===== config.mk =====
export PLATFORM = sky130hd
export DESIGN_NAME = shift_issue_stage
export DESIGN_NICKNAME = d
export VERILOG_FILES = /design/src/rtl/shift_issue_stage.sv
export SDC_FILE = /design/constraint.sdc
export NUM_CORES = 1
export LEC_CHECK = 0
export CAP_MARGIN = 10
export CORE_UTILIZATION = 25
export DETAILED_ROUTE_END_ITERATION = 8
export HOLD_SLACK_MARGIN = 0.08
export PLACE_DENSITY = 0.64
export SKIP_CTS_REPAIR_TIMING = 1
export SLEW_MARGIN = 20
export SYNTH_ARGS = -nofsm -noshare
export SYNTH_HDL_FRONTEND = slang
export SYNTH_SLANG_ARGS = --single-unit

===== constraint.sdc =====
create_clock -name clk -period 2.1 [get_ports clk]
set_input_delay 0.315 -clock clk [delete_from_list [all_inputs] [get_ports clk]]
set_output_delay 0.315 -clock clk [all_outputs]
set_load 0.02 [all_outputs]

===== src/rtl/shift_issue_stage.sv =====
// shift_issue_stage: execute-stage front end for shift instructions.
//
// Two register stages. S1 captures the decoded op: operand, shift amount,
// direction, type, destination tag and illegal-op flag. S1 drives an
// external combinational barrel shifter through sh_*. S2 captures the
// shifter result together with the tag and error flag, and presents them
// downstream.
//
// Optional build macro: SHIFT_FLAGS_EN adds the registered outputs
// out_zero (result == 0) and out_neg (result MSB). When the macro is
// undefined, those ports and registers are absent.
//
// Handshake: a transfer happens on a rising edge where valid and ready are
// both high. A producer holds valid and its payload stable until that
// transfer. Ready may depend combinationally on downstream ready, but never
// on the valid of the same interface. in_ready = !v1 | adv1, so stalls
// propagate upstream without dropping or duplicating ops.
module shift_issue_stage #(
    parameter int DATA_W  = 32,
    parameter int SHAMT_W = 5,
    parameter int CNT_W   = 16
) (
    input  logic               clk,
    input  logic               rst,
    input  logic               in_valid,
    output logic               in_ready,
    input  logic [2:0]         in_op,
    input  logic [DATA_W-1:0]  in_rs,
    input  logic [DATA_W-1:0]  in_rt,
    input  logic [SHAMT_W-1:0] in_shamt,
    input  logic [4:0]         in_rd,
    output logic [DATA_W-1:0]  sh_a,
    output logic [SHAMT_W-1:0] sh_shamt,
    output logic               sh_dir,
    output logic               sh_type,
    input  logic [DATA_W-1:0]  sh_res,
    output logic               out_valid,
    input  logic               out_ready,
    output logic [DATA_W-1:0]  out_res,
    output logic [4:0]         out_rd,
    output logic               out_err,
`ifdef SHIFT_FLAGS_EN
    output logic               out_zero,
    output logic               out_neg,
`endif
    output logic [CNT_W-1:0]   shift_cnt
);

    // S1 registers
    logic               v1;
    logic [DATA_W-1:0]  s1_a;
    logic [SHAMT_W-1:0] s1_shamt;
    logic               s1_dir;
    logic               s1_type;
    logic [4:0]         s1_rd;
    logic               s1_err;

    // Handshake terms
    logic adv1;
    logic adv2;
    logic s2_free;
    logic accept;

    // Decode of the incoming op
    logic               dec_illegal;
    logic [SHAMT_W-1:0] dec_shamt;
    logic               dec_dir;
    logic               dec_type;

    // Stage advance conditions and upstream ready
    always_comb begin
        adv2     = out_valid & out_ready;
        s2_free  = ~out_valid | out_ready;
        adv1     = v1 & s2_free;
        in_ready = ~v1 | adv1;
        accept   = in_valid & in_ready;
    end

    // Op decode; an illegal op becomes a zero-amount left shift so that
    // the operand passes through unchanged with the error flag set
    always_comb begin
        dec_illegal = (in_op[1:0] == 2'b11);
        dec_shamt   = in_op[2] ? in_rt[SHAMT_W-1:0] : in_shamt;
        dec_dir     = (in_op[1:0] != 2'b00);
        dec_type    = (in_op[1:0] == 2'b10);
        if (dec_illegal) begin
            dec_shamt = '0;
            dec_dir   = 1'b0;
            dec_type  = 1'b0;
        end
    end

    // S1: load on accept, otherwise drop valid when the op moves to S2
    always_ff @(posedge clk) begin
        if (rst) begin
            v1       <= 1'b0;
            s1_a     <= '0;
            s1_shamt <= '0;
            s1_dir   <= 1'b0;
            s1_type  <= 1'b0;
            s1_rd    <= '0;
            s1_err   <= 1'b0;
        end else if (accept) begin
            v1       <= 1'b1;
            s1_a     <= in_rs;
            s1_shamt <= dec_shamt;
            s1_dir   <= dec_dir;
            s1_type  <= dec_type;
            s1_rd    <= in_rd;
            s1_err   <= dec_illegal;
        end else if (adv1) begin
            v1       <= 1'b0;
        end
    end

    // Shifter inputs come straight from S1 and hold while S1 is stalled
    always_comb begin
        sh_a     = s1_a;
        sh_shamt = s1_shamt;
        sh_dir   = s1_dir;
        sh_type  = s1_type;
    end

    // S2: capture the shifter result when S1 advances, and drop valid when
    // the result is consumed and nothing replaces it
    always_ff @(posedge clk) begin
        if (rst) begin
            out_valid <= 1'b0;
            out_res   <= '0;
            out_rd    <= '0;
            out_err   <= 1'b0;
        end else if (adv1) begin
            out_valid <= 1'b1;
            out_res   <= sh_res;
            out_rd    <= s1_rd;
            out_err   <= s1_err;
        end else if (adv2) begin
            out_valid <= 1'b0;
        end
    end

`ifdef SHIFT_FLAGS_EN
    // Result flags registered alongside out_res
    always_ff @(posedge clk) begin
        if (rst) begin
            out_zero <= 1'b0;
            out_neg  <= 1'b0;
        end else if (adv1) begin
            out_zero <= (sh_res == '0);
            out_neg  <= sh_res[DATA_W-1];
        end
    end
`endif

    // Completed-transfer counter, wraps naturally
    always_ff @(posedge clk) begin
        if (rst) begin
            shift_cnt <= '0;
        end else if (adv2) begin
            shift_cnt <= shift_cnt + {{(CNT_W-1){1'b0}}, 1'b1};
        end
    end

endmodule


# Word level (Yosys, flattened, before mapping)
# Cells that the tools add are included.
# Widths: inputs -> output; s select.
classes:
  addsub: 1
  eq_ne: 2
  n_mux: 8
  bitwise_logic: 7
  reduce_logical: 3
ops:
  columns: ["operator", "count"]
  rows:
  - ["$add 16x1->16 const B", 1]
  - ["$mux 5", 2]
  - ["$mux 1", 6]
  - ["$reduce_bool 2->1", 3]
  - ["$eq 2x2->1 const B", 2]
  - ["$and 1x1->1", 3]
  - ["$not 1->1", 2]
  - ["$or 1x1->1", 2]
word_totals:
  ff_bits: 101
  in_bits: 113

# Logic depth before layout (Yosys ltp)
logic_depth:
  ltp_word: 6
  depth_mapped: 6
  depth_no_buf: 5

# Least setup slack after synthesis
# Ideal clock, no wire load.
synth_timing:
  path_type: "register to register"
  startpoint: "register shift_cnt[6]"
  endpoint: "register shift_cnt[15]"
  arrival_time_ns: 1.704
  required_ns: 2.030
  slack_ns: 0.325
  stages_incl_launch_ff: 5
  n_path_buf: 0
  period_less_slack_ns: 1.775
  cell_sequence: "dfxtp_1 > nand4_2 > or3_4 > or4_1 > a21oi_1"
synth_between:
  elab_chain_cells: 1
synth_rtl:
  columns: ["item", "line_no", "source"]
  rows:
  - ["start: declaration", "46", "output logic [CNT_W-1:0] shift_cnt"]
  - ["start signal: assignment", "160", "shift_cnt <= shift_cnt + {{(CNT_W-1){1'b0}}, 1'b1};"]
  - ["$add 16x1->16", "160", null]
# Every way passes these cells.
# A chain may end at the register's enable or synchronous reset.

# Worst setup path after layout
layout_timing:
  startpoint: "register shift_cnt[2]"
  endpoint: "output port shift_cnt[2]"
# No word-level cell between the ends.

==> summary.md <==
| Metric | Value |
|---|---|
| RSZ-0062 raised after global routing | no |
| H-tree depth | 3 |
| Grt total ovfl | 0 |
| Cells after Synth | 460 |
| Setup TNS Final | 0 ns |
| Share of the synthesized area in the top cell type | 54.7% |
| Flops & latches, synth | between 100 and 150 |
| Distinct cells, synth | 31 |
| Pre-Repair DR Iteration Count | 3 |
| Pin count of the biggest net entering global routing | between 40 and 50 |
| Synthesized net count | approximately 580 |
| Die area | about 15000 um^2 |
| Count leader, synth | nand2_1 |
| WP data arrival | between 1 and 1.5 ns |
| Register area | 2020 um^2 |
| Final max-slew violation count | 0 |
| Clk_lat worst skew | between 0.3 and 0.4 ns |
| Area growth syn-to-layout | 63.7% |
| Clock slew at reported path FFs | around 0.07 ns |
| Max cap viols | 0 |
| Number of port buffers | 180 |
| Via Count | approximately 3600 |
| Top Ports | ~210 |
| Lkg Pwr | 2.19 nW |
| Final wirelength | 10600 um |
| Count of flip-flops with a built-in enable after synthesis | 0 |
| TritonCTS clock tree | built |
| Min Tclk post-route | roughly 1.8 ns |
| Critical-path cell list | clkdlybuf4s50_1 |
| Status | completed |
| Global placement routability congestion | roughly 0.76 |
| DRT iter0 DRCs | between 90 and 100 |
| FILL cells | roughly 1400 |
| Maximum vdd drop | between 300 and 400 uV |
| Post-synth top cells | 168 x nand2_1, 101 x dfxtp_1, 89 x a21oi_1 |
| Worst slew pin tran | just under 0.4 ns |
| CP Capture Type | output pin |
| Nets | 750 |
| Std cell rows | 44 |
| Max incr delay on CP | around 0.67 ns |
| Startpoint Class | flip-flop |
| Drt via density | approximately 4.4 |
| Largest cells by area after synthesis | dfxtp_1 55%, nand2_1 17%, a21oi_1 12% |
| Fmax | around 0.56 GHz |
| Final period util | a little over four fifths |
| Dpl ws | between 0.02 and 0.025 ns |
| Multi-input gate area | between 1500 and 2000 um^2 |
| Post-synth top flop | dfxtp_1 |
| Vias in the first global route | about 3500 |
| FFs w/ async S/R, synth | 0% |
| Total CTS buffers | 9 |
| Clock skew | between 0.005 and 0.006 ns |
| Clk sink count | about 100 |
| Root Driver | clkbuf_16 |
| Die Wd | 124 um |
| Crit-path leading delay family | buffers and inverters |
| Total power | roughly 4.3 mW |
| Total GRT Usage | 14.0% |
| Yosys top cell by area | dfxtp_1 |
| Initial Util | between 20% and 30% |
| Syn_area_per_cell | slightly above 8 um^2 |
| HPWL after detailed placement | 7570 um |
| Core Region | ~14000 um^2 |
| Sequential area share after synthesis | 54.7% |
| Required time of the critical path | roughly 1.8 ns |
| Chip height | between 100 and 150 um |
| Clk buf depth | 2 |
| N_diodes | 0 |
| DRC | 0 |
| CP max FO | 7 |
| Share of post-route cells with drive strength above 1 | under 10% |
| Setup violators final | 0 |
| P per Cell Area | ~700 nW/um^2 |
| Crit Path Category | flip-flop to output pin |
| Final count of hold timing violations | 0 |
| Detail Route Antenna Nets | 0 |
| Routed len/inst | 12.9 um |
| Initial antenna violation count | 0 |
| Synth Cell Area | around 3700 um^2 |
| Final worst slack | about 0.32 ns |
| Slew margin rel. | 73.8% |
| First-pass GRT wire length | 16300 um |
| Crit path buf inv count | 1 |
| CP max stage cell | clkdlybuf4s50_1 |
| Ys Warns | 0 |
| Hold/Removal Path Class | input pin to flip-flop |
## metal layers
| metal | global-route usage (%) | share of wire [%] | up-vias |
|---|---|---|---|
| li1 | - | - | 1853 |
| met1 | 15.3 | 42 | 1666 |
| met2 | 24.2 | 49 | 111 |
| met3 | 4.95 | 8.1 | 11 |
| met4 | 6.33 | 1.5 | 0 |
| met5 | 0 | 0 | - |
## layout by cell type (no fill, tap or decap), drive strengths merged
cell type,count
nand2,168
and4,2
or4,1
nor4,1
xnor2,5
a21oi,89
clkinv,3
a211oi,1
nand2b,1
clkbuf,12
nor3b,1
dfxtp,101
nor2b,2
o21ai,2
ha,3
inv,5
nand3b,1
nand3,4
or3,8
nor2,15
nand4,4
o31ai,1
xor2,6
nor3,3
buf,13
clkdlybuf4s50,178
clkinvlp,1
mux2i,5
or4b,1
dlymetal6s2s,1
a31o,1
## final cells by class
type / count / share of cell area (%)
repair buffers: 192 / 32.1
multi-input cells: 325 / 25.8
well taps: 184 / 3.80
flip-flops and latches: 101 / 33.4
inverters: 5 / 0.310
clock buffers: 12 / 4.24
clock inverters: 4 / 0.372
## report_power, final
group	switching [mW]	total, mW	internal [mW]
Sequential	0.0434	2.04	2.00
Clock	0.709	1.57	0.863
Combinational	0.303	0.647	0.343
## final timing paths
check | slack (ns) | startpoint | end | depth (start not counted)
min | 0.38 | rst | out_valid | 2
min reg2reg | 0.45 | sh_shamt[0] | sh_shamt[0] | 2
max reg2reg | 0.37 | shift_cnt[7] | shift_cnt[15] | 4
max | 0.32 | shift_cnt[2] | shift_cnt[2] | 1
## logic make-up (layout without fill, tap and decap cells)
kind of cell	Yosys count	count (layout)	synth area share, %
xor+xnor	11	11	2.60
mux	5	5	1.35
flops	101	101	54.7
simple gates	212	212	23.9
fa+ha+maj	3	3	1.01
compound gates	94	94	13.0
buf+inv	34	213	3.48
## per-stage QoR
stage               hold slack (ns)  std cells  util, %  cell area (um^2)
CTS                           0.368        823     41.8              6050
detailed placement            0.445        807     39.9              5770
finish                        0.382        823     41.8              6060
global placement              0.438        807     39.9              5770
floorplan                     0.432        460        -              3700
global route                  0.387        823     41.8              6060
## flip-flops by register name (all words and copies together) (netlist names), 5 cells and up
register	count
shift_cnt	16
out_rd	5
out_res	32
s1_rd	5
sh_shamt	5
sh_a	32
(Power assumes the default switching activity.)
